<file path="src/rtl/nibble_control_unit.sv">
// nibble_control_unit: fetch/decode/sequencing stage for the 4-bit nibble ALU (optional SINGLE_STEP_EN adds a step input gating FETCH)
module nibble_control_unit #(
  parameter logic [11:0] RESET_VECTOR = 12'h000
) (
  input  logic        clk,
  input  logic        reset,
`ifdef SINGLE_STEP_EN
  input  logic        step,
`endif
  output logic [11:0] prog_addr,
  input  logic [7:0]  prog_data,
  input  logic [3:0]  data_in,
  output logic [2:0]  alu_f,
  output logic [3:0]  alu_b,
  input  logic        alu_c_out,
  input  logic        alu_zero,
  output logic        acc_we,
  output logic        out_we,
  output logic        flag_c,
  output logic        flag_z,
  output logic        halted
);
  typedef enum logic [2:0] {FETCH, DECODE, OPERAND, EXECUTE, HALT} state_t;
  state_t      state_q, state_d;
  logic [11:0] pc_q, pc_d;
  logic [7:0]  ir_q, ir_d;
  logic [7:0]  addr_lo_q, addr_lo_d;
  logic        flag_c_q, flag_c_d;
  logic        flag_z_q, flag_z_d;
  logic [3:0]  op, imm;
  logic        fetch_go, exec, alu_op, carry_op, is_jump, taken;
  assign op  = ir_q[7:4];
  assign imm = ir_q[3:0];
`ifdef SINGLE_STEP_EN
  assign fetch_go = step;
`else
  assign fetch_go = 1'b1;
`endif
  // ops 0-7 go through the ALU; 0,1,4,5 also produce a meaningful carry
  assign alu_op   = !op[3];
  assign carry_op = !op[3] && !op[1];
  assign is_jump  = (op >= 4'h9) && (op <= 4'hD);
  assign taken    = (op == 4'h9 && flag_c_q) || (op == 4'hA && !flag_c_q) ||
                    (op == 4'hB && flag_z_q) || (op == 4'hC && !flag_z_q) || (op == 4'hD);
  // a reset arriving in EXECUTE must kill that cycle's strobes combinationally
  assign exec = (state_q == EXECUTE) && !reset;
  assign prog_addr = pc_q;
  assign flag_c    = flag_c_q;
  assign flag_z    = flag_z_q;
  assign halted    = (state_q == HALT);
  // sequencing: PC, IR, jump low byte, flags and next state
  always_comb begin
    state_d   = state_q;
    pc_d      = pc_q;
    ir_d      = ir_q;
    addr_lo_d = addr_lo_q;
    flag_c_d  = flag_c_q;
    flag_z_d  = flag_z_q;
    case (state_q)
      FETCH: begin
        if (fetch_go) begin
          ir_d    = prog_data;
          pc_d    = pc_q + 12'd1;
          state_d = DECODE;
        end
      end
      DECODE:  state_d = is_jump ? OPERAND : (op == 4'hF ? HALT : EXECUTE);
      OPERAND: begin
        addr_lo_d = prog_data;
        pc_d      = pc_q + 12'd1;
        state_d   = EXECUTE;
      end
      EXECUTE: begin
        flag_c_d = carry_op ? alu_c_out : flag_c_q;
        flag_z_d = alu_op ? alu_zero : flag_z_q;
        pc_d     = (is_jump && taken) ? {imm, addr_lo_q} : pc_q;
        state_d  = FETCH;
      end
      HALT:    state_d = HALT;
      default: state_d = FETCH;
    endcase
  end
  // ALU function, operand and write strobes, only live in EXECUTE
  always_comb begin
    alu_f  = 3'b000;
    alu_b  = 4'd0;
    acc_we = 1'b0;
    out_we = 1'b0;
    if (exec) begin
      alu_f  = alu_op ? {1'b0, op[2:1]} + 3'd1 : 3'b000;
      alu_b  = alu_op ? (op[0] ? data_in : imm) : 4'd0;
      acc_we = alu_op && (op[2:1] != 2'b00);
      out_we = (op == 4'h8);
    end
  end
  // state register with synchronous reset taking priority everywhere
  always_ff @(posedge clk) begin
    if (reset) begin
      state_q   <= FETCH;
      pc_q      <= RESET_VECTOR;
      ir_q      <= 8'd0;
      addr_lo_q <= 8'd0;
      flag_c_q  <= 1'b0;
      flag_z_q  <= 1'b0;
    end else begin
      state_q   <= state_d;
      pc_q      <= pc_d;
      ir_q      <= ir_d;
      addr_lo_q <= addr_lo_d;
      flag_c_q  <= flag_c_d;
      flag_z_q  <= flag_z_d;
    end
  end
endmodule

</file>
<file path="config.mk">
export PLATFORM = sky130hd
export DESIGN_NAME = nibble_control_unit
export DESIGN_NICKNAME = d
export VERILOG_FILES = /design/src/rtl/nibble_control_unit.sv
export SDC_FILE = /design/constraint.sdc
export NUM_CORES = 1
export LEC_CHECK = 0
export ABC_AREA = 1
export CORE_UTILIZATION = 30
export CTS_CLUSTER_SIZE = 12
export DETAILED_ROUTE_END_ITERATION = 10
export SLEW_MARGIN = 20
export SYNTH_ARGS = -nofsm -noshare
export SYNTH_HDL_FRONTEND = slang
export SYNTH_SLANG_ARGS = --single-unit
</file>
<file path="constraint.sdc">
create_clock -name clk -period 1.8 [get_ports clk]
set_input_delay 0.36 -clock clk [delete_from_list [all_inputs] [get_ports clk]]
set_output_delay 0.36 -clock clk [all_outputs]
set_load 0.1 [all_outputs]
</file>
# Word level (Yosys, flattened, before mapping)
# Index checks and enable logic that the tools add are counted.
[totals] inputBits=16 reg_bits=33
[classes] order_cmp=2 eq_ne=12 n_bitwise=1 n_mux=12 n_reduce_logical=25 n_addsub=2
[ops] operator="== test 4 bit, second input constant" n=7
[ops] operator="one-hot mux 12 bit (2 select lines)" n=1
[ops] operator="adder 12 x 1 -> 12 bit, second input constant" n=1
[ops] operator="two-way mux 12 bit" n=1
[ops] operator="two-way mux 3 bit" n=4
[ops] operator="two-way mux 4 bit" n=3
[ops] operator="one-hot mux 3 bit (4 select lines)" n=1
[ops] operator="logical AND 1 bit" n=9
[ops] operator="== test 3 x 2 -> 1 bit, second input constant" n=2
[ops] operator="AND reduction 2 bit" n=3
[ops] operator="logical NOT 1 bit" n=5
[ops] operator="greater-or-equal comparator 4 bit, second input constant" n=1
[ops] operator="less-or-equal comparator 4 bit, second input constant" n=1
[ops] operator="logical OR 1 bit" n=4
[ops] operator="nonzero test 2 bit" n=2
[ops] operator="adder 2 x 1 -> 3 bit, second input constant" n=1
[ops] operator="== test 3 x 1 -> 1 bit, second input constant" n=1
[ops] operator="== test 3 bit, second input constant" n=1
[ops] operator="logical NOT 3 bit" n=1
[ops] operator="two-way mux 1 bit" n=2
[ops] operator="inequality test 2 x 1 -> 1 bit, second input constant" n=1
[ops] operator="OR reduction 2 bit" n=1
[ops] operator="inverter 1 bit" n=1

# Longest topological paths before layout
# Gate-level depths: netlist of run 1.
[logic_depth] depth_word=9 ltp_mapped=11 depth_no_buf=10

# Least setup slack after synthesis of run 1
# OpenSTA, ideal clock, no wires.
[synth_path] path_type="register -> output" startpoint="reg state_q[0]" endpoint="out alu_b[0]" setup_slack_ns=-1.621 t_required_ns=1.440 path_stages_with_launch=5 n_path_buf=0 t_arrival_ns=3.061 cell_sequence="dfxtp_1 > nand3_4 > nor2_1 > nand2_1 > a211oi_1"
[synth_between] elab_chain_len=3
[synth_lines] item="start: declaration" line_no="24" text="state_t state_q, state_d;"
[synth_lines] item="start signal: assignment" line_no="106" text="state_q <= state_d;"
[synth_lines] item="== test 3 x 2 -> 1 bit" line_no="46" text="assign exec = (state_q == EXECUTE) && !reset;"
[synth_lines] item="logical AND 1 bit" line_no="46"
[synth_lines] item="two-way mux 4 bit" line_no="89" text="if (exec) begin"
[synth_lines] item="end: declaration" line_no="14" text="output logic [3:0] alu_b,"
# Every way passes these cells.

# Final worst setup path of run 1
[layout_path] startpoint="reg state_q[2]" endpoint="out alu_b[3]"
# Same word-level chain as after synthesis.

==> results of run 1 <==
==> routing by layer <==
metal	share of wire (%)	wire length, um	global-route usage [%]
met5	0	0	0
met4	1.5	71	5.45
met3	6.9	338	3.91
met2	46	2230	28.4
met1	46	2230	22.1
==> cell type report <==
cell class / instances / share of cell area, %
Inverter: 37 / 5.14
Tap cell: 72 / 3.22
Clock buffer: 8 / 2.86
Sequential cell: 33 / 24.5
Timing Repair Buffer: 54 / 27.3
Multi-Input combinational cell: 189 / 37.0
==> placed cells by master, fill, tap and decap left out, types with 3 or more instances in the layout <==
master,n
ha_1,3
nand2_1,41
clkbuf_8,5
nor3_1,4
clkbuf_1,3
a211oi_4,4
dfxtp_2,14
nor2_1,36
inv_2,7
a21oi_1,23
nor2_4,7
buf_12,25
dfxtp_1,17
inv_1,29
buf_4,12
o21ai_0,32
nand3_1,21
nor2_2,3
nand2_4,3
clkdlybuf4s50_1,15
==> sequential cells by signal, indices dropped and copies added (netlist names) <==
| name | cells |
|---|---|
| ir_q | 8 |
| flag_z | 1 |
| addr_lo_q | 8 |
| prog_addr | 12 |
| state_q | 3 |
| flag_c | 1 |
==> worst max path at each step <==
stage                                     start       end  slack (ns)  cells past startpoint
after global routing      state_q[2]$_SDFF_PP0_  alu_f[0]       -0.11                      7
after floorplan           state_q[2]$_SDFF_PP0_  alu_b[0]       -0.22                      5
after detailed placement                  reset  alu_b[3]       -0.05                      5
final                     state_q[2]$_SDFF_PP0_  alu_b[3]       -0.03                      6
after CTS                 state_q[2]$_SDFF_PP0_  alu_b[3]       -0.06                      6
after global placement                    reset  alu_b[0]       -0.02                      5
==> logic make-up after synthesis <==
kind of cell,count (synthesis),synth area share (%)
xor+xnor,1,0.491
fa+ha+maj,3,2.10
buf+inv,47,11.3
simple gates,121,30.2
flops,33,37.0
compound gates,64,18.9
==> through the flow <==
step           setup WS, ns  total power, mW
3_5_place_dp        -0.0454             1.59
6_report            -0.0274             2.13
5_1_grt              -0.106             2.24
4_1_cts             -0.0625             2.14
2_1_floorplan        -0.221             1.35
3_3_place_gp        -0.0188             1.58
==> power breakdown <==
group | switching [mW] | leakage [nW] | internal, mW
logic | 0.458 | 0.788 | 0.259
clock network | 0.264 | 0.0395 | 0.275
registers | 0.0688 | 0.278 | 0.804
==> worst max-delay path: stages (launching register included) <==
cell and delay (ns):
dfxtp_2 0.33, inv_2 0.07, nand3_4 0.08, nor2_4 0.15
nand2_4 0.13, a211oi_4 0.22, buf_12 0.21
==> repair_timing <==
action	in CTS	in global routing
resized for setup	6	5
endpoints found under the setup margin	8	9
pin swaps	6	2
setup buffers	5	2
==> results.sh, run 1 <==
export IMPL_overflow=0
export IMPL_layout_cells_non_filler=393
export IMPL_critical_path_class="reg -> out"
export IMPL_synthTopCellsByArea="dfxtp_1, nand2_1, nor2_1, o21ai_0, inv_1"
export IMPL_maxSlewHeadroom_pct=69.6
export IMPL_vias=1878
export IMPL_fin_crit_ns=1.83
export IMPL_async_reset_ff_share_pct=0
export IMPL_grt_pass1_wl_um=8350
export IMPL_maxSlewViolCount=0
export IMPL_cts_buffer_depth=2
export IMPL_fin_nets=339
export IMPL_area_delta_synth_final_pct=56.8
export IMPL_ios=40
export IMPL_hold_violations=0
export IMPL_grt_usage_pct=17.2
export IMPL_dpl_cell_count=378
export IMPL_cp_data_required_time_ns=1.44
export IMPL_finalCritPeriodShare_pct=102
export IMPL_synthesis_nets=288
export IMPL_antenna_diode_count=0
export IMPL_multi_input_area_um2=1040
export IMPL_yosysSeqAreaShare_pct=37.0
export IMPL_worstPathMaxFanout=6
export IMPL_num_fill_cells=538
export IMPL_grt_pass1_vias=1813
export IMPL_initial_core_util_pct=31.8
export IMPL_cap_viol_max_count=0
export IMPL_rsz0062_at_grt="yes"
export IMPL_final_setup_worst_slack_ns=-0.0274
export IMPL_reg2reg_to="prog_addr[6]$_SDFFE_PP0P_"
export IMPL_finalSetupViolCount=7
export IMPL_crit_path_end_kind="output pin"
export IMPL_vias_per_cell=4.78
export IMPL_worst_pin_slew_ns=0.455
export IMPL_die_w_um=79.1
export IMPL_grt_max_degree=26
export IMPL_ant_nets=0
export IMPL_dpl_cell_area_um2=2640
export IMPL_min_to="addr_lo_q[4]$_SDFFE_PP0N_"
export IMPL_syn_avg_cell_area_um2=6.64
export IMPL_drt_iter0_markers=154
export IMPL_vdd_drop_max_mv=0.366
export IMPL_yosys_area_top_type="dfxtp_1"
export IMPL_cts_root_buf="clkbuf_8"
export IMPL_drt_pass1_iterations=5
export IMPL_clock_fmax_mhz=547
export IMPL_clock_latency_ns=0.29
export IMPL_clkTransAtPathRegs_ns=0.06
export IMPL_hold_worst_slack_ns=0.451
export IMPL_ys_types=30
export IMPL_reg2reg_depth=9
export IMPL_gp_congestion=0.834
export IMPL_cts_sinks=33
export IMPL_dieArea_um2=6260
export IMPL_wl_per_cell_um=12.4
export IMPL_antenna_found_initial=0
export IMPL_rr_startpoint="ir_q[7]$_SDFFE_PP0P_"
export IMPL_cp_data_arrival_time_ns=1.47
export IMPL_core_um2=5610
export IMPL_yosys_top_cells_count="nand2_1, nor2_1, dfxtp_1"
export IMPL_synth_edff_count=0
export IMPL_hold_path_class="reg -> reg"
export IMPL_die_y_um=79.1
export IMPL_synthesis_area_um2=1790
export IMPL_p_leak_nw=1.11
export IMPL_numCtsBuffers=5
export IMPL_cts_hold_buf=0
export IMPL_setup_tns_ns=-0.148
export IMPL_whs_path_depth=2
export IMPL_fin_util_pct=49.9
export IMPL_hpwl_um=3530
export IMPL_fin_skew_ns=0.00465
export IMPL_routed_wl_um=4870
export IMPL_outcome="finished, violations left"
export IMPL_rows=27
export IMPL_yosys_most_used_dff="dfxtp_1"
export IMPL_p_per_area_nw_per_um2=760
export IMPL_ys_seq_elements=33
export IMPL_tritoncts="yes"
export IMPL_htree_levels=2
export IMPL_ys_warn_count=0
export IMPL_synth_top_cell_area_share_pct=37.0
export IMPL_syn_instance_count=269
export IMPL_seqCellArea_um2=686
export IMPL_portBuffers=39
export IMPL_ff2ff_setup_slack_ns=0.29
export IMPL_drive_above_1_share_pct=28.0
export IMPL_design_area_um2=2800
export IMPL_start_kind="flop"
export IMPL_drc=0
export IMPL_violations="setup timing"
export IMPL_min_delay_start="addr_lo_q[4]$_SDFFE_PP0N_"
(Power assumes the default switching activity.)
==> inputs of run 2 (changes only) <==
--- a/config.mk
+++ b/config.mk
@@ -6,9 +6,10 @@
 export NUM_CORES = 1
 export LEC_CHECK = 0
 export ABC_AREA = 1
-export CORE_UTILIZATION = 30
+export CORE_UTILIZATION = 45
 export CTS_CLUSTER_SIZE = 12
 export DETAILED_ROUTE_END_ITERATION = 10
+export PLACE_DENSITY = 0.73
 export SLEW_MARGIN = 20
 export SYNTH_ARGS = -nofsm -noshare
 export SYNTH_HDL_FRONTEND = slang
==> results.sh, run 2 (synthesis results as in run 1) <==
export IMPL_seqCellArea_um2=687
export IMPL_antenna_found_initial=0
export IMPL_rr_startpoint="ir_q[4]$_SDFFE_PP0P_"
export IMPL_maxSlewViolCount=0
export IMPL_fin_util_pct=74.7
export IMPL_maxSlewHeadroom_pct=74.1
export IMPL_multi_input_area_um2=1040
export IMPL_die_w_um=65.0
export IMPL_rsz0062_at_grt="yes"
export IMPL_ff2ff_setup_slack_ns=0.13
export IMPL_overflow=0
export IMPL_initial_core_util_pct=47.7
export IMPL_dp_slack_ns=-0.0773
export IMPL_start_kind="flop"
export IMPL_worstPathMaxFanout=5
export IMPL_drt_iter0_markers=110
export IMPL_outcome="finished, violations left"
export IMPL_slowest_delay_ns=0.32
export IMPL_grt_pass1_vias=1801
export IMPL_grt_usage_pct=25.8
export IMPL_path_buf_inv=2
export IMPL_dpl_cell_count=354
export IMPL_crit_chain="inv_2 -> nand3_4 -> nor2_4 -> nand2_4 -> a211oi_4 -> buf_12"
export IMPL_grt_pass1_wl_um=8230
export IMPL_tritoncts="yes"
export IMPL_final_common_cell="nand2_1"
export IMPL_final_setup_worst_slack_ns=-0.0555
export IMPL_rows=22
export IMPL_setup_tns_ns=-0.122
export IMPL_dpl_cell_area_um2=2610
export IMPL_crit_path_end_kind="output pin"
export IMPL_cap_viol_max_count=0
export IMPL_whs_path_depth=2
export IMPL_finalSetupViolCount=7
export IMPL_ant_nets=0
export IMPL_path_delay_family="simple AND/OR/NAND/NOR gates"
export IMPL_routed_wl_um=4870
export IMPL_vias_per_cell=5.17
export IMPL_violations="setup timing"
export IMPL_fin_crit_ns=1.86
export IMPL_mostFrequentLayoutCells="nand2_1, nor2_1, o21ai_0"
export IMPL_num_fill_cells=280
export IMPL_ios=40
export IMPL_numCtsBuffers=5
export IMPL_largest_reg_flops=12
export IMPL_p_leak_nw=1.13
export IMPL_drc=0
export IMPL_antenna_diode_count=0
export IMPL_wl_per_cell_um=13.1
export IMPL_portBuffers=39
export IMPL_fin_nets=342
export IMPL_drive_above_1_share_pct=29.4
export IMPL_worst_pin_slew_ns=0.387
export IMPL_crit_slowest_cell="dfxtp_2"
export IMPL_dieArea_um2=4220
export IMPL_cts_sinks=33
export IMPL_clock_fmax_mhz=539
export IMPL_area_delta_synth_final_pct=56.7
export IMPL_cp_data_required_time_ns=1.44
export IMPL_cts_buffer_depth=2
export IMPL_die_y_um=65.0
export IMPL_power_mw=2.15
export IMPL_min_delay_start="addr_lo_q[3]$_SDFFE_PP0N_"
export IMPL_min_to="addr_lo_q[3]$_SDFFE_PP0N_"
export IMPL_hold_path_class="reg -> reg"
export IMPL_cp_data_arrival_time_ns=1.50
export IMPL_gp_congestion=0.857
export IMPL_hpwl_um=3510
export IMPL_fin_skew_ns=0.00299
export IMPL_finalCritPeriodShare_pct=103
export IMPL_htree_levels=2
export IMPL_clkTransAtPathRegs_ns=0.06
export IMPL_p_per_area_nw_per_um2=770
export IMPL_reg2reg_depth=10
export IMPL_vdd_drop_max_mv=0.493
export IMPL_hold_worst_slack_ns=0.453
export IMPL_vias=1919
export IMPL_design_area_um2=2800
export IMPL_cts_root_buf="clkbuf_8"
export IMPL_grt_max_degree=20
export IMPL_hold_violations=0
export IMPL_critical_path_class="reg -> out"
export IMPL_clock_latency_ns=0.28
export IMPL_reg2reg_to="prog_addr[6]$_SDFFE_PP0P_"
export IMPL_drt_pass1_iterations=4
export IMPL_layout_cells_non_filler=371
export IMPL_core_um2=3740
-- run 2: how the worst max path moves through the flow --
stage,to,start,slack (ns),cells past startpoint
6_report,alu_b[0],state_q[2]$_SDFF_PP0_,-0.06,6
4_1_cts,acc_we,state_q[2]$_SDFF_PP0_,-0.08,7
5_1_grt,alu_b[0],state_q[2]$_SDFF_PP0_,-0.15,6
3_5_place_dp,alu_b[0],reset,-0.08,5
2_1_floorplan,alu_b[0],state_q[2]$_SDFF_PP0_,-0.22,5
3_3_place_gp,alu_b[3],reset,-0.06,5
-- run 2: timing repair --
| item | 4_1_cts | 5_1_grt |
|---|---|---|
| pin swaps | 7 | 3 |
| endpoints found under the setup margin | 9 | 9 |
| hold buffers | 0 | 0 |
| hold endpoints to repair | 0 | 0 |
| gates cloned | 0 | 0 |
| buffers inserted | 8 | 2 |
| gates resized for setup | 6 | 5 |
-- run 2: layout make-up --
type	instances	area share, %
timing repair buffer	57	27.9
multi-input combinational	189	37.0
sequential	33	24.6
tap	48	2.15
inverter	37	5.28
clock buffer	7	3.09
-- run 2: worst min-delay path, delay by kind of cell (launching register included) --
kind / cells / cell delay (ns)
AO/OA/AOI/OAI: 1 / 0.05
flip-flops: 1 / 0.29
buffers and inverters: 1 / 0.06
-- run 2: routing by layer --
layer / track usage (%) / part of all wire [%] / vias up
li1: - / - / 978
met1: 30.8 / 41 / 889
met2: 45.7 / 52 / 46
met3: 5.99 / 5.4 / 6
met4: 6.67 / 1.1 / 0
met5: 0 / 0 / -
-- run 2: power by group --
group	internal (mW)	switching (mW)	leakage, nW
registers	0.805	0.0711	0.278
logic	0.262	0.462	0.806
clock network	0.303	0.252	0.0443
total	1.37	0.785	1.13
==> RTL edit (config.mk and constraints of run 1) <==
Encoding of `state_t`: now one-hot (5 bits for 5 states).
--- a/src/rtl/nibble_control_unit.sv
+++ b/src/rtl/nibble_control_unit.sv
@@ -20,7 +20,7 @@
   output logic        flag_z,
   output logic        halted
 );
-  typedef enum logic [2:0] {FETCH, DECODE, OPERAND, EXECUTE, HALT} state_t;
+  typedef enum logic [4:0] {FETCH = 5'b00001, DECODE = 5'b00010, OPERAND = 5'b00100, EXECUTE = 5'b01000, HALT = 5'b10000} state_t;
   state_t      state_q, state_d;
   logic [11:0] pc_q, pc_d;
   logic [7:0]  ir_q, ir_d;
Function: no difference found for any inputs over 10 cycles, from zero or initial values and one cycle with reset high; not proved beyond that.
==> RTL edit against run 1 <==
The flow still finishes with violations (negative setup slack); total power is 36% higher; sequential cell count up 2; synthesized cell count is 5.2% higher; area after synthesis is 5.5% higher; worst setup slack got worse by 0.10 ns; wire length rose by 3.4%; cell area is 6.8% higher; global-route usage about the same; largest power group is now combinational logic.
==> RTL edit: results (changes against run 1) <==
| Metric | Value |
|---|---|
| Status | `finished, violations left (unchanged)` |
| Failing checks | `negative setup slack (unchanged)` |
| Distinct cell type count after synthesis | `29 (was 30)` |
| Pre-CTS setup slack | `-0.1009 ns (was -0.04540 ns)` |
| WL/cell | `12.17 um (was 12.40 um)` |
| Hpwl dp | `3.734 mm (was 3.531 mm)` |
| Worst Hold Endpoint | `prog_addr[6] (was addr_lo_q[4])` |
| Yosys warnings | `0 (unchanged)` |
| RR Startpoint | `state_q[1] (was ir_q[7])` |
| Htree depth | `2 (unchanged)` |
| Max FO, Critical Path | `6 (unchanged)` |
| Total GRT Usage | `17.19% (was 17.22%)` |
| Syn nets | `302 (was 288)` |
| Lkg Pwr | `1.212 nW (was 1.105 nW)` |
| Clock-pin slew of the registers on the worst-case setup and hold paths | `roughly 0.070 ns` |
| Vias | `1975 (was 1878)` |
| Largest net degree at the start of global routing | `23 (was 26)` |
| Worst Hold Margin | `0.4729 ns (was 0.4510 ns)` |
| Root buf cell | `clkbuf_8 (unchanged)` |
| DR iter-0 viols | `95 (was 154)` |
| Max reg flops | `12 (unchanged)` |
| Ant diodes | `0 (unchanged)` |
| Top_reg_cell synth | `dfxtp_1 (unchanged)` |
| # port buffers | `39 (unchanged)` |
| Async SR Flop Fraction | `0% (unchanged)` |
| HP Class | `primary input to register (was register to register)` |
| Post-DP Area | `2741 sq um (was 2640 sq um)` |
| Hold_sp | `reset (was addr_lo_q[4])` |
| CTS max path bufs | `2 (unchanged)` |
| Final WS setup | `-0.1286 ns (was -0.02745 ns)` |
| Layout cells sized above 1 | `29.50% (was 28.04%)` |
| Crit start category | `register (unchanged)` |
| CTS Buf Count | `5 (unchanged)` |
| TNS Setup | `-0.8358 ns (was -0.1482 ns)` |
| Worst EP arrival | `1.57 ns (was 1.47 ns)` |
| Reg2reg end | `prog_addr[11] (was prog_addr[6])` |
| Worst Skew | `0.006839 ns (was 0.004652 ns)` |
| # nets final | `357 (was 339)` |
| Reg2reg path depth | `11 (was 9)` |
| Hold depth | `3 (was 2)` |
| Internal reg-to-reg setup slack | `0.15 ns (was 0.29 ns)` |
| Peak VDD IR | `0.0005176 V (was 0.0003657 V)` |
| Worst skew pair latency | `~0.3 ns` |
| Global placement routability congestion | `0.8050 (was 0.8341)` |
| Drt first pass iters | `4 (was 5)` |
| Worst rel slew slack | `70.15% (was 69.59%)` |
| Register area share after synthesis | `37.21% (was 37.00%)` |
| Global-route wire length before repair | `8.707 mm (was 8.349 mm)` |
| Final setup vio count | `8 (was 7)` |
| Antenna violations before repair | `0 (unchanged)` |
| Synth cell count leaders | `54 x nand2_1, 53 x nor2_1, 35 x dfxtp_1 (was 43 x nand2_1, 43 x nor2_1, 33 x dfxtp_1)` |
| Dominant cells by area after synthesis | `dfxtp_1 37%, nand2_1 11%, nor2_1 11% (was dfxtp_1 37%, nand2_1 9.0%, nor2_1 9.0%)` |
## RTL edit: kinds of logic after synthesis
kind of cell,share of synthesized area [%]
AOI/OAI and AO/OA,15.08
xor gates and xnor gates,0.9304
adders and majority gates,1.994
buffers and inverters,9.833
DFF,37.21
and+or+nand+nor,34.95
## RTL edit: per-layer routing
metal | routed length, um | global-route usage (%) | part of all wire (%) | vias to the layer above
met1 | 2299 | 20.78 | 46 | 924
met2 | 2522 | 30.25 | 50 | 24
li1 | - | - | - | 1020
met5 | 0 | 0 | 0 | -
met4 | 69 | 4.464 | 1.4 | 0
met3 | 147 | 4.045 | 2.9 | 7
## RTL edit: area by class of cell
cell class | instances | area (sq um)
inverters | 34 | 133.9
flip-flops and latches | 35 | 716.9
clock buffers | 6 | 72.57
fillers | 587 | 3003
clock inverters | 2 | 60.06
multi-input cells | 205 | 1127
well taps | 75 | 93.84
repair buffers | 57 | 783.3
## RTL edit: report_power, final
| group | switching, W | internal [W] |
|---|---|---|
| Sequential | 0.000122 | 0.000873 |
| Clock | 0.000301 | 0.000554 |
| Combinational | 0.000674 | 0.000371 |
| Total | 0.00110 | 0.00180 |
## RTL edit: stage by stage
stage	cells	power, W
3_5_place_dp	400	0.002010
3_3_place_gp	400	0.001999
4_1_cts	412	0.002895
5_1_grt	414	0.003040
2_1_floorplan	283	0.001682
6_report	414	0.002896
## RTL edit: worst max-delay path: stages, from the launching register on
cell	delay [ns]
dfxtp_2	0.33
nor2_4	0.13
nand4_4	0.10
nor2_4	0.13
nand2_4	0.12
buf_6	0.14
a21oi_4	0.12
buf_12	0.19
## RTL edit: how the worst max path moves through the flow
stage	endpoint	slack [ns]	cells past startpoint
finish	alu_b[1]	-0.13	7
global route	alu_f[1]	-0.20	7
CTS	alu_b[1]	-0.17	7
detailed placement	alu_f[1]	-0.10	6
global placement	alu_b[1]	-0.06	6
floorplan	alu_b[0]	-0.31	5
## RTL edit: timing repair
action                                  4_1_cts  5_1_grt
endpoints found under the hold margin         0        0
cloned                                        0        0
endpoints found under the setup margin        9       10
pin swaps                                     6        4
buffers inserted                              4        2
resized for setup                             8       12
